`src/rtl/bp_update_scheduler.sv`:
```
// Single write-point sequencer for the gshare predictor: resolves mispredicts into a
// registered flush/redirect, queues table updates, and runs the table-init sweep.
module bp_update_scheduler #(
  parameter int DEPTH = 4,
  parameter int IDX_W = 5,
  parameter int TAG_W = 25
) (
  input  logic             clk,
  input  logic             reset,
  input  logic             res_valid,
  output logic             res_ready,
  input  logic             res_is_branch,
  input  logic             res_is_jal,
  input  logic             res_is_jalr,
  input  logic [31:0]      res_pc,
  input  logic [IDX_W-1:0] res_pht_index,
  input  logic             res_pred_taken,
  input  logic [31:0]      res_pred_target,
  input  logic             res_actual_taken,
  input  logic [31:0]      res_actual_target,
  input  logic             clear_req,
  output logic             flush,
  output logic [31:0]      redirect_pc,
  output logic             upd_valid,
  input  logic             upd_ready,
  output logic [IDX_W-1:0] upd_pht_index,
  output logic             upd_taken,
  output logic             upd_btb_we,
  output logic [IDX_W-1:0] upd_btb_index,
  output logic [TAG_W-1:0] upd_tag,
  output logic [31:0]      upd_target,
  output logic             upd_bhsr_shift,
  output logic             init_we,
  output logic [IDX_W-1:0] init_index,
  output logic             busy,
  output logic [15:0]      mispred_cnt,
  output logic [1:0]       state_dbg
);

  // Handshakes: a resolution transfers on a rising edge where res_valid && res_ready;
  // an update transfers where upd_valid && upd_ready, and the head stays stable until then.

  localparam int PTR_W = $clog2(DEPTH);
  localparam logic [PTR_W:0]   FULL_CNT = (PTR_W + 1)'(DEPTH);
  localparam logic [PTR_W:0]   ONE_CNT  = (PTR_W + 1)'(1);
  localparam logic [IDX_W-1:0] LAST_IDX = '1;

  typedef enum logic [1:0] {
    S_INIT  = 2'd0,
    S_RUN   = 2'd1,
    S_DRAIN = 2'd2
  } state_t;

  typedef struct packed {
    logic [IDX_W-1:0] pht_index;
    logic             taken;
    logic             btb_we;
    logic [IDX_W-1:0] btb_index;
    logic [TAG_W-1:0] tag;
    logic [31:0]      target;
    logic             bhsr_shift;
  } upd_t;

  state_t           state, state_nxt;
  upd_t             fifo_mem [DEPTH];
  upd_t             new_entry, shown;
  logic [PTR_W-1:0] wr_ptr, rd_ptr;
  logic [PTR_W:0]   count;
  logic             full, empty, is_cf, accept, push, pop, mispred, drained;

  assign full    = (count == FULL_CNT);
  assign empty   = (count == '0);
  assign is_cf   = res_is_branch | res_is_jal | res_is_jalr;
  assign accept  = res_valid & res_ready;
  assign push    = accept & is_cf;
  assign pop     = upd_valid & upd_ready;
  assign mispred = (res_pred_taken != res_actual_taken) ||
                   (res_actual_taken && (res_pred_target != res_actual_target));
  // No push can happen outside RUN-without-clear, so only the pop matters here.
  assign drained = empty || ((count == ONE_CNT) && pop);

  // State register
  always_ff @(posedge clk or posedge reset) begin
    if (reset) state <= S_INIT;
    else       state <= state_nxt;
  end

  // Next-state logic
  always_comb begin
    state_nxt = state;
    case (state)
      S_INIT:  if (init_index == LAST_IDX) state_nxt = S_RUN;
      S_RUN:   if (clear_req) state_nxt = drained ? S_INIT : S_DRAIN;
      S_DRAIN: if (drained) state_nxt = S_INIT;
      default: state_nxt = S_INIT;
    endcase
  end

  // Output decode
  always_comb begin
    res_ready = 1'b0;
    upd_valid = 1'b0;
    init_we   = 1'b0;
    busy      = 1'b1;
    case (state)
      S_INIT: init_we = 1'b1;
      S_RUN: begin
        res_ready = !full && !clear_req;
        upd_valid = !empty;
        busy      = 1'b0;
      end
      S_DRAIN: upd_valid = !empty;
      default: ;
    endcase
  end

  assign state_dbg = state;

  // Sweep index wraps to 0 after the last entry, ready for the next sweep.
  always_ff @(posedge clk or posedge reset) begin
    if (reset)                init_index <= '0;
    else if (state == S_INIT) init_index <= init_index + 1'b1;
    else                      init_index <= '0;
  end

  always_comb begin
    new_entry.pht_index  = res_pht_index;
    new_entry.taken      = res_actual_taken;
    new_entry.btb_we     = mispred && (res_is_jal || res_is_jalr ||
                                       (res_is_branch && res_actual_taken));
    new_entry.btb_index  = res_pc[IDX_W+1:2];
    new_entry.tag        = res_pc[31:32-TAG_W];
    new_entry.target     = res_actual_target;
    new_entry.bhsr_shift = res_is_branch;
  end

  always_ff @(posedge clk) begin
    if (push) fifo_mem[wr_ptr] <= new_entry;
  end

  always_ff @(posedge clk or posedge reset) begin
    if (reset) begin
      wr_ptr <= '0;
      rd_ptr <= '0;
      count  <= '0;
    end else begin
      if (push) wr_ptr <= wr_ptr + 1'b1;
      if (pop)  rd_ptr <= rd_ptr + 1'b1;
      if (push && !pop)      count <= count + 1'b1;
      else if (pop && !push) count <= count - 1'b1;
    end
  end

  // Outputs read as zero whenever no update is being presented.
  assign shown = upd_valid ? fifo_mem[rd_ptr] : '0;

  assign upd_pht_index  = shown.pht_index;
  assign upd_taken      = shown.taken;
  assign upd_btb_we     = shown.btb_we;
  assign upd_btb_index  = shown.btb_index;
  assign upd_tag        = shown.tag;
  assign upd_target     = shown.target;
  assign upd_bhsr_shift = shown.bhsr_shift;

  always_ff @(posedge clk or posedge reset) begin
    if (reset) begin
      flush       <= 1'b0;
      redirect_pc <= '0;
      mispred_cnt <= '0;
    end else begin
      flush <= push && mispred;
      if (push && mispred) begin
        redirect_pc <= res_actual_taken ? res_actual_target : res_pc + 32'd4;
        if (mispred_cnt != 16'hFFFF) mispred_cnt <= mispred_cnt + 16'd1;
      end
    end
  end

endmodule

```
`config.mk`:
```
export PLATFORM = sky130hd
export DESIGN_NAME = bp_update_scheduler
export DESIGN_NICKNAME = d
export VERILOG_FILES = /design/src/rtl/bp_update_scheduler.sv
export SDC_FILE = /design/constraint.sdc
export NUM_CORES = 1
export LEC_CHECK = 0
export BUFFER_PORTS_ARGS = -buffer_cell sky130_fd_sc_hd__buf_2
export CORE_ASPECT_RATIO = 1.4
export CORE_MARGIN = 5
export CORE_UTILIZATION = 55
export CTS_CLUSTER_DIAMETER = 150
export CTS_CLUSTER_SIZE = 28
export DETAILED_ROUTE_END_ITERATION = 6
export HOLD_SLACK_MARGIN = 0.12
export PLACE_DENSITY_LB_ADDON = 0.25
export RECOVER_POWER = 25
export SYNTH_ARGS = -nofsm -noshare
export SYNTH_HDL_FRONTEND = slang
export SYNTH_SLANG_ARGS = --single-unit
```
`constraint.sdc`:
```
create_clock -name clk -period 7.6 [get_ports clk]
set_input_delay 0.38 -clock clk [delete_from_list [all_inputs] [get_ports clk]]
set_output_delay 0.38 -clock clk [all_outputs]
set_load 0.03 [all_outputs]
```
==> impl_metrics.csv <==
group,metric,value,unit
placement,globalplace.congestion,0.816,
layout,area_growth,14.8,%
setup_path,slowest_delay,0.88,ns
yosys,ys_seq_elements,343,
setup_path,critPathLaunchType,"flip-flop",
timing,finalMaxSlewViolations,0,
layout,layout_common_cells,"edfxtp_1, buf_2, and2_1, mux4_2",
yosys,async_reset_ff_frac,0.184,
run_status,status,"finished, final reports clean",
setup_path,path_buf_inv,2,
yosys,synth_top_area_frac,0.575,
floorplan,start_util,0.558,
setup_path,endpoint_kind,"primary output",
yosys,yosysWarnings,0,
setup_path,crit_fanout,48,
timing,final.setup_skew,0.0194,ns
yosys,synth_nets,992,
floorplan,die_area,30000,um^2
yosys,synthMuxAreaShare,0.138,
yosys,synth-simple-area-share,0.0817,
yosys,synth_top_area_cell,"edfxtp_1",
timing,setup-violations-final,0,
yosys,synthXorXnorAreaFrac,0.0473,
layout,layout-drive-gt1-share,0.301,
drt,first_pass_iters,4,
layout,final_common_cell,"edfxtp_1",
floorplan,coreArea,26200,um^2
timing,hold_ws,0.116,ns
clock_tree,clk_latency,0.50,ns
global_routing,grt_overflow,0,
setup_path,critPathKind,"flip-flop to primary output",
clock_tree,root_buffer,"clkbuf_16",
timing,fmaxAchievable,283,MHz
drt,drc,0,
clock_tree,cts_htree_levels,1,
placement,io_buffers,240,
timing,period_share,0.466,
layout,fin_nets,1240,
timing,rsz0062_at_grt,"no",
yosys,synth_top_family_by_area,"multiplexers",
drt,wl_per_cell,23.3,um
setup_path,cp_cell_sequence,"buf_4 -> mux4_2 -> and2_1 -> buf_2",
drt,ant_nets,0,
yosys,seq_area_frac_synth,0.683,
yosys,synth_cell_types,42,
floorplan,io_pins,241,
setup_path,critPathRequiredTime,7.22,ns
placement,hpwl,22400,um
global_routing,grt_use_total,0.225,
global_routing,grt_pass1_vias,8659,
yosys,syn_area,14600,um^2
global_routing,grt_pass1_wl,51500,um
yosys,synth_adder_area_share,0.0137,
floorplan,rows,70,
pwr,totalPowerFinal,4.75,mW
timing,worst_pin_slew,1.13,ns
timing,relSlewSlack,0.245,
yosys,synth_top_flop_cell,"edfxtp_1",
pwr,p_leak,6.35,nW
worst_hold_path,hp-class,"input pin to async pin",
clock_tree,cts_tree,"done",
layout,finalNonFillerCells,1448,
setup_path,reg2reg_from,"count[0]",
clock_tree,path_clk_slew,0.11,ns
floorplan,die_h,203,um
placement,place_inst,1402,
clock_tree,numCtsBuffers,16,
yosys,synth_compound_area_frac,0.0223,
global_routing,antenna_found_initial,1,
timing,period_needed,3.54,ns
floorplan,die_w,148,um
setup_path,crit_start,"rd_ptr[0]",
drt,vias,8362,
clock_tree,cts_setup_buffers,0,
timing,setup_tns,0,ns
global_routing,grt_max_degree,73,
drt,wl,33700,um
pwr,ir_drop,190,uV
drt,drtIter0Drc,442,
timing,final_hold_viol_count,0,
yosys,netlist_top_cells_area,"edfxtp_1, dfrtp_1, mux4_2, xor2_1, and2_1",
flow_run,maxCapViolations,0,
yosys,syn_avg_cell_area,16.9,um^2
clock_tree,cts_max_path_buffers,3,
yosys,synth_edf_count,280,
drt,viasPerCell,5.77,
pwr,power_density,283,nW/um^2
setup_path,critPathTopFamily,"buffers and inverters",
yosys,synth_cells,865,
setup_path,worstPathArrival,3.16,ns
clock_tree,cts_resized,0,
clock_tree,clock_sinks,343,
setup_path,worst_path_max_delay_cell,"buf_4",
## layer usage
layer	track usage	vias up	share of wire
li1	-	3800	-
met1	0.299	4255	0.40
met2	0.393	272	0.52
met3	0.0377	33	0.065
met4	0.0493	2	0.017
met5	0	-	0.00039
## state kept, by name, indices dropped and copies added, names as in the netlist
name / flops
flush: 1
wr_ptr: 2
rd_ptr: 2
fifo_mem: 280
count: 3
mispred_cnt: 16
state_dbg: 2
redirect_pc: 32
init_index: 5
## power breakdown
| part | internal (mW) | switching (mW) | total, mW |
|---|---|---|---|
| logic | 0.627 | 0.852 | 1.48 |
| registers | 2.11 | 0.173 | 2.28 |
| clock network | 0.431 | 0.556 | 0.988 |
## cell usage after synthesis, types with 2 or more instances
library cell,count
a21oi_1,4
a31oi_1,3
and2_1,77
and3_1,11
and4_1,3
buf_1,7
buf_2,4
buf_4,2
clkbuf_1,24
dfrtp_1,63
edfxtp_1,280
ha_1,16
inv_1,13
mux2_2,35
mux2i_1,5
mux4_2,70
nand2_1,39
nand3_1,25
nand4_1,9
nor2_1,13
nor3_1,12
nor3b_1,2
nor4_1,14
nor4_2,2
o21ai_0,33
o31ai_1,6
xnor2_1,19
xor2_1,60
## cell families after synthesis
| family | Yosys count |
|---|---|
| buffers and inverters | 50 |
| multiplexers | 110 |
| flip-flops | 343 |
| adder cells (fa/ha/maj) | 16 |
| XOR/XNOR | 79 |
| AND/OR/NAND/NOR | 214 |
| AO/OA/AOI/OAI | 53 |
## stage by stage
step	setup WS (ns)	utilization	area, um^2
after floorplan	4.12	-	14600
after global placement	4.49	0.618	16200
after detailed placement	4.44	0.618	16200
after CTS	3.94	0.643	16800
after global routing	3.76	0.641	16800
final	4.06	0.641	16800
## area by class of cell
class                      count  area, um^2
sequential                   343        9990
fill                        1904        9400
multi-input combinational    472        4460
timing repair buffer         267        1380
clock buffer                  27         463
tap                          324         405
inverter                      13        48.8
clock inverter                 1        30.0
antenna                        1        2.50
## repair_timing
action	4_1_cts	5_1_grt
hold buffers	17	0
setup endpoints to repair	0	0
endpoints found under the hold margin	68	0
## path summary, 6_finish.rpt
path                       depth (start not counted)              end  slack, ns
setup / recovery                                   4      upd_tag[16]       4.06
hold / removal                                     3  mispred_cnt[14]       0.12
setup reg to reg                                   7  mispred_cnt[12]       4.43
hold reg to reg                                    1    init_index[0]       0.48
max in group asynchronous                          3        rd_ptr[1]       6.80
min in group clk                                   3        rd_ptr[0]       0.18
## tightest hold or removal path: stages
cell and delay (ns):
buf_2 0.10, inv_2 0.04, buf_4 0.66
No activity file was read; power rests on OpenSTA's default activity.
